File: src/rtl/eight_bit_divider_pkg.sv
// Shared types and constants for the eight_bit_divider slice.
// FSM state encoding, iteration count and the default divide-by-zero quotient.
package eight_bit_divider_pkg;

  typedef enum logic [1:0] {
    ST_IDLE = 2'd0,
    ST_RUN  = 2'd1,
    ST_DONE = 2'd2
  } state_t;

  localparam int         DIV_ITER       = 8;
  localparam logic [7:0] DIV0_Q_DEFAULT = 8'hFF;

endpackage

File: src/rtl/eight_bit_divider_div_step.sv
// One restoring-division iteration: shift in the next dividend bit, trial-subtract the divisor.
module eight_bit_divider_div_step (
  input  logic [7:0] r,
  input  logic       a_msb,
  input  logic [7:0] b,
  output logic [7:0] r_next,
  output logic       ge
);

  logic [8:0] r9;
  logic [8:0] d;

  assign r9 = {r, a_msb};

  eight_bit_suber u_suber (
    .a    (r9[7:0]),
    .b    (b),
    .diff (d)
  );

  // r9[8] set means r9 >= 256 > b, so the subtraction always succeeds.
  assign ge     = r9[8] | d[8];
  assign r_next = ge ? d[7:0] : r9[7:0];

endmodule

File: src/rtl/eight_bit_suber.sv
// 8-bit subtractor: diff = a - b with diff[8] set when no borrow occurs (a >= b).
module eight_bit_suber (
  input  logic [7:0] a,
  input  logic [7:0] b,
  output logic [8:0] diff
);

  // Two's-complement add; the carry out doubles as the no-borrow flag.
  assign diff = {1'b0, a} + {1'b0, ~b} + 9'd1;

endmodule

File: src/rtl/eight_bit_divider.sv
// Sequential 8-bit unsigned restoring divider with start/done handshake.
// Optional EIGHT_BIT_DIVIDER_EARLY_EXIT_EN: finish in one cycle when in_a < in_b.
module eight_bit_divider
  import eight_bit_divider_pkg::*;
#(
  parameter int               WIDTH  = 8,
  parameter logic [WIDTH-1:0] DIV0_Q = DIV0_Q_DEFAULT
) (
  input  logic             clk,
  input  logic             rst,
  input  logic             start,
  input  logic [WIDTH-1:0] in_a,
  input  logic [WIDTH-1:0] in_b,
  output logic             busy,
  output logic             done,
  output logic [WIDTH-1:0] quotient,
  output logic [WIDTH-1:0] remainder,
  output logic             div_zero
);

  localparam logic [2:0] LAST_CNT = 3'(DIV_ITER - 1);

  state_t           state;
  logic [WIDTH-1:0] a_reg;
  logic [WIDTH-1:0] b_reg;
  logic [WIDTH-1:0] r_reg;
  logic [WIDTH-1:0] q_sh;
  logic [2:0]       cnt;
  logic             dz_res;
  logic [WIDTH-1:0] step_r;
  logic             step_ge;
  logic             accept;

  eight_bit_divider_div_step u_step (
    .r      (r_reg),
    .a_msb  (a_reg[WIDTH-1]),
    .b      (b_reg),
    .r_next (step_r),
    .ge     (step_ge)
  );

  assign accept = start && (state == ST_IDLE || state == ST_DONE);

  always_ff @(posedge clk) begin
    if (rst) begin
      state     <= ST_IDLE;
      busy      <= 1'b0;
      done      <= 1'b0;
      div_zero  <= 1'b0;
      quotient  <= '0;
      remainder <= '0;
      a_reg     <= '0;
      b_reg     <= '0;
      r_reg     <= '0;
      q_sh      <= '0;
      cnt       <= '0;
      dz_res    <= 1'b0;
    end else begin
      done <= 1'b0;
      case (state)
        ST_RUN: begin
          a_reg <= a_reg << 1;
          r_reg <= step_r;
          q_sh  <= {q_sh[WIDTH-2:0], step_ge};
          cnt   <= cnt + 3'd1;
          if (cnt == LAST_CNT) begin
            state <= ST_DONE;
            busy  <= 1'b0;
          end
        end
        ST_DONE: begin
          done      <= 1'b1;
          quotient  <= q_sh;
          remainder <= r_reg;
          div_zero  <= dz_res;
          state     <= ST_IDLE;
        end
        default: state <= ST_IDLE;
      endcase

      // Placed after the case so a start in DONE overrides the return to IDLE.
      if (accept) begin
        a_reg <= in_a;
        b_reg <= in_b;
        cnt   <= '0;
        if (in_b == '0) begin
          state  <= ST_DONE;
          busy   <= 1'b0;
          q_sh   <= DIV0_Q;
          r_reg  <= in_a;
          dz_res <= 1'b1;
        end
`ifdef EIGHT_BIT_DIVIDER_EARLY_EXIT_EN
        else if (in_a < in_b) begin
          state  <= ST_DONE;
          busy   <= 1'b0;
          q_sh   <= '0;
          r_reg  <= in_a;
          dz_res <= 1'b0;
        end
`endif
        else begin
          state  <= ST_RUN;
          busy   <= 1'b1;
          q_sh   <= '0;
          r_reg  <= '0;
          dz_res <= 1'b0;
        end
      end
    end
  end

endmodule
File: config.mk
export PLATFORM = sky130hd
export DESIGN_NAME = eight_bit_divider
export DESIGN_NICKNAME = d
export VERILOG_FILES = /design/src/rtl/eight_bit_divider_pkg.sv /design/src/rtl/eight_bit_divider_div_step.sv /design/src/rtl/eight_bit_suber.sv /design/src/rtl/eight_bit_divider.sv
export SDC_FILE = /design/constraint.sdc
export NUM_CORES = 1
export LEC_CHECK = 0
export ABC_AREA = 1
export CORE_MARGIN = 1
export CORE_UTILIZATION = 49
export DETAILED_ROUTE_END_ITERATION = 12
export HOLD_SLACK_MARGIN = 0.15
export PLACE_DENSITY = 0.76
export SLEW_MARGIN = 20
export SYNTH_ARGS = -nofsm -noshare
export SYNTH_HDL_FRONTEND = slang
export SYNTH_SLANG_ARGS = --single-unit
export TNS_END_PERCENT = 1
File: constraint.sdc
create_clock -name clk -period 1.75 [get_ports clk]
set_input_delay 0.4375 -clock clk [delete_from_list [all_inputs] [get_ports clk]]
set_output_delay 0.4375 -clock clk [all_outputs]
set_load 0.02 [all_outputs]
# After elaboration in Yosys (flattened, before gate mapping)

Index checks and enable logic that the tools add are counted.
W data, S select, Z words.

$add $sub $neg: 3
Multipliers: 0
Divide/modulo/power cells: 0
Magnitude comparators: 0
Eq/ne operators: 4
Shift operators: 0
Multiplexer cells: 19
Bitwise gates (word level): 2
Reductions and logical operators: 8

Operators by type and width:

| operator              | number |
|---|---|
| $mux W8               | 9 |
| $add A8 B8 Y9         | 1 |
| $add A9 B1 Y9 const B | 1 |
| $logic_not A8 Y1      | 1 |
| $mux W2               | 4 |
| $not A8 Y8            | 1 |
| $mux W1               | 6 |
| $reduce_bool A2 Y1    | 2 |
| $add A3 B1 Y3 const B | 1 |
| $eq A3 B3 Y1 const B  | 1 |
| $ne A3 B3 Y1 const B  | 1 |
| $eq A2 B1 Y1 const B  | 1 |
| $eq A2 B2 Y1 const B  | 1 |
| $logic_not A2 Y1      | 1 |
| $reduce_and A2 Y1     | 1 |
| $reduce_or A2 Y1      | 1 |
| $logic_and A1 B1 Y1   | 1 |
| $logic_or A1 B1 Y1    | 1 |
| $or A1 B1 Y1          | 1 |

Flip-flop bits (word level): 57
Latch bits: 0
Bits in writable memories: 0
Bits in read-only memories: 0
Input bits: 19
Output and inout port bits: 19
Word-level logic and storage cells: 48
Memories kept: 0

# Longest topological paths before layout

Depth in word-level cells: 7
Mapped depth: 13

# Modules after synthesis

Synthesis repeated with hierarchy kept, for this count alone.

Cells, all modules: 413
Area, all modules: 2,837.7 um^2

By module, submodules not included:

| module                     | times used | cells each | area each (um^2) | sequential area each (um^2) |
|---|---|---|---|---|
| eight_bit_divider          | 1          | 310        | 2,289.7          | 1,141.1 |
| eight_bit_suber            | 1          | 75         | 405.4            | 0.0 |
| eight_bit_divider_div_step | 1          | 28         | 142.6            | 0.0 |

# Least setup slack after synthesis

No wires, ideal clock.

Path type: register to register
Start point: reg a_reg[7]
End point: reg r_reg[7]
Data arrival time: 1,737 ps
Data required time: 1,684 ps
Setup slack: -53 ps
Stages on the path, launching flop included: 14
Clock period less this slack: 1,803 ps
Cells stage by stage: dfxtp_1 -> inv_1 -> ha_1 -> fa_1 -> inv_1 -> nand2_1 -> nand2_1 -> nand3_4 -> nand3_4 -> buf_6 -> nor2_2 -> nor2_2 -> nand2_1 -> a21oi_2

Word-level cells in the longest chain between the ends: 6

RTL lines:

| element                | RTL line                         | RTL |
|---|---|---|
| from (decl)            | eight_bit_divider.sv:24          | `logic [WIDTH-1:0] a_reg;` |
| from (signal assigned) | eight_bit_divider.sv:62          | `a_reg <= a_reg << 1;` |
| from (signal assigned) | eight_bit_divider.sv:83          | `a_reg <= in_a;` |
| $add A8 B8 Y9 *        | eight_bit_suber.sv:9             | `assign diff = {1'b0, a} + {1'b0, ~b} + 9'd1;` |
| $add A9 B1 Y9 *        | eight_bit_suber.sv:9             |  |
| $or A1 B1 Y1           | eight_bit_divider_div_step.sv:22 | `assign ge = r9[8] \| d[8];` |
| $mux W8 *              | eight_bit_divider_div_step.sv:23 | `assign r_next = ge ? d[7:0] : r9[7:0];` |
| $mux W8 *              | eight_bit_divider.sv:60          | `case (state)` |
| $mux W8 *              | eight_bit_divider.sv:82          | `if (accept) begin` |
| to (signal assigned)   | eight_bit_divider.sv:63          | `r_reg <= step_r;` |
| to (signal assigned)   | eight_bit_divider.sv:90          | `r_reg <= in_a;` |
| to (decl)              | eight_bit_divider.sv:26          | `logic [WIDTH-1:0] r_reg;` |

Every way passes the cells marked *; elsewhere a longest branch is shown, timed or not. The select of a mux whose other input is x is not followed.
A chain may end at the register's enable or synchronous reset.

# Worst setup path in the final report

Start point: reg remainder[7]
End point: out remainder[7]

RTL lines:

| element                | RTL line                | RTL |
|---|---|---|
| from (decl)            | eight_bit_divider.sv:17 | `output logic [WIDTH-1:0] remainder,` |
| from (signal assigned) | eight_bit_divider.sv:74 | `remainder <= r_reg;` |

No word-level cell between the ends.

==> flow_metrics.py <==
metrics = {
    "run_status": {
        "status": "finished clean",
    },
    "hold_path": {
        "hold_path_class": "reg -> reg",
        "holdPathStages": 2,
    },
    "cells_and_area": {
        "fill_cells": 414,
        "final_common_cell": "nand2_1",
        "drive_gt1_share_pct": 16.82,
        "diodes": 0,
        "fin_nets": 453,
        "areaGrowthSynthToFinish_pct": 34.11,
        "fin_util_pct": 69.52,
        "mostFrequentLayoutCells": "nand2_1 (71), dfxtp_1 (55), nor2_1 (43), inv_1 (38), o21ai_0 (34)",
    },
    "timing": {
        "clock_skew_ns": 0.01255,
        "relSlewSlack_pct": 74.67,
        "max_freq_ghz": 0.5828,
        "tightest_slew_ns": 0.3794,
        "fin_crit_ns": 1.716,
        "grt_setup_unrepaired": "true",
        "layout_setup_ws_ns": 0.03400,
        "setup_violations": 0,
        "fin_crit_sh_pct": 98.06,
        "hold_viol": 0,
        "slew_violations": 0,
        "holdWs_ns": 0.4659,
    },
    "floorplan": {
        "io_pins": 38,
        "die-width_um": 75.98,
        "num_rows": 26,
        "die_h_um": 75.98,
        "initial_core_util_pct": 51.84,
        "dieArea_um2": 5772,
        "core_um2": 5172,
    },
    "flow_run": {
        "cap_violations": 0,
    },
    "setup_path": {
        "path_cells": "clkdlybuf4s50_1",
        "cp-startpoint": "remainder[7]",
        "max_stage_delay_ns": 0.60,
        "reg2reg_from": "a_reg[7]",
        "crit_path_max_fanout": 2,
        "ff2ff_setup_slack_ns": 0.05,
        "worst_setup_path_start_kind": "flop",
        "criticalPathCategory": "reg -> out",
        "cp.depth": 1,
        "path_buf_inv": 1,
        "r2r_end": "r_reg[6]",
        "worstSetupEndpoint": "remainder[7]",
        "arrival_ns": 1.28,
        "cp_top_family": "buffers and inverters",
        "r2r_cells": 12,
        "crit_required_ns": 1.31,
        "crit_slowest_cell": "clkdlybuf4s50_1",
        "critPathCaptureType": "output port",
    },
    "synth": {
        "seq_area_frac_synth_pct": 42.56,
        "netlist_top_cells_area": "dfxtp_1 (43%), nand2_1 (10%), o21ai_0 (6.3%)",
        "synth.net_count": 395,
        "synth_top_cell_area_share_pct": 42.56,
        "ys.warnings.count": 0,
        "synth.distinct_cells": 28,
        "ys_ff_latch": 57,
        "avgSynthCellArea_um2": 7.346,
        "yosysTopAreaCell": "dfxtp_1",
        "synthCells": 365,
        "netlist_area_um2": 2681,
    },
    "clock_network": {
        "cts_max_level": 3,
        "clk_latency_ns": 0.34,
        "clk_path_buf_depth": 2,
        "postCtsHoldBufs": 0,
        "cts_tree": "done",
        "cts.clk_slew.worst_paths_ns": 0.07,
        "clock-root-buffer": "clkbuf_8",
        "numCtsBuffers": 9,
        "cts_sinks": 57,
    },
    "placement": {
        "port_buffers": 37,
        "pre_cts_slack_ns": -0.005841,
        "gp_congestion": 0.9144,
        "dp_hpwl_um": 4456,
    },
    "routing": {
        "routed_wl_um": 6519,
        "drtIter0Drc": 171,
        "viasPerCell": 5.293,
        "drcViolationCount": 0,
        "final_antenna_net_count": 0,
        "avgRoutedWirePerCell_um": 13.09,
        "vias": 2636,
        "firstDrtPassIters": 4,
    },
    "power_and_ir_drop": {
        "power_leakage_nw": 1.594,
        "ir_drop_mv": 0.5095,
        "power_density_nw_per_um2": 1175,
    },
    "grt": {
        "grt_usage_pct": 23.36,
        "grt_pass1_wl_um": 10780,
        "grt_max_degree": 34,
        "first_global_vias": 2293,
        "overflow": 0,
        "antenna_found_initial": 0,
    },
}
repair_timing:
| action | in CTS | in global routing |
|---|---|---|
| pin swaps | 0 | 8 |
| gates cloned | 1 | 0 |
| setup buffers | 0 | 7 |
| gates resized for setup | 1 | 20 |
| endpoints found under the setup margin | 5 | 14 |
power breakdown:
part	leakage (nW)	switching (W)	total, W	internal, W
Combinational	1.02	0.000780	0.00137	0.000586
Sequential	0.468	0.0000729	0.00148	0.00141
Clock	0.110	0.000570	0.00138	0.000812
through the flow:
stage / cell area [µm²] / instances / setup TNS, ns / total power, W
after floorplan: 2686 / 365 / 0 / 0.002341
after global placement: 3223 / 474 / 0 / 0.002637
after detailed placement: 3223 / 474 / -0.01099 / 0.002665
after CTS: 3458 / 491 / 0 / 0.004060
after global routing: 3596 / 498 / -0.3644 / 0.004460
final: 3596 / 498 / 0 / 0.004226
layout make-up:
type	instances	area [µm²]	share of cell area (%)
multi-input combinational	249	1388	38.59
sequential	57	1144	31.80
timing repair buffer	63	589.3	16.39
inverter	43	161.4	4.489
clock buffer	9	123.9	3.445
clock inverter	7	102.6	2.853
tap	70	87.58	2.436
synthesized netlist by cell type, drive strengths merged:
library cell	instances
a211oi	2
a21oi	32
a221oi	5
a31oi	17
buf	6
clkbuf	11
dfxtp	57
fa	1
ha	10
inv	43
nand2	76
nand3	13
nand4	4
nor2	49
o21a	1
o21ai	34
or2	1
xnor2	1
xor2	2
logic make-up (layout without fill, tap and decap cells):
| family | Yosys count | count (layout) | share of synthesized area [%] |
|---|---|---|---|
| simple gates | 143 | 144 | 22.86 |
| fa+ha+maj | 11 | 11 | 5.413 |
| flops | 57 | 57 | 42.56 |
| buf+inv | 60 | 122 | 8.866 |
| compound gates | 91 | 91 | 19.32 |
| xor+xnor | 3 | 3 | 0.9801 |
worst min path at each step:
stage / slack, ns / from / end
finish: 0.47 / b_reg[2] / b_reg[2]
global route: 0.48 / b_reg[3] / b_reg[3]
global placement: 0.45 / b_reg[3] / b_reg[3]
detailed placement: 0.46 / b_reg[3] / b_reg[3]
floorplan: 0.43 / dz_res / div_zero
CTS: 0.47 / b_reg[3] / b_reg[3]
per-layer routing:
layer	GRT usage, %	vias up	wire [µm]
li1	-	1325	-
met1	31.03	1188	2978
met2	37.00	109	2961
met3	3.593	14	447
met4	11.54	0	132
met5	0	-	0
Power figures use the tool's default switching activity.
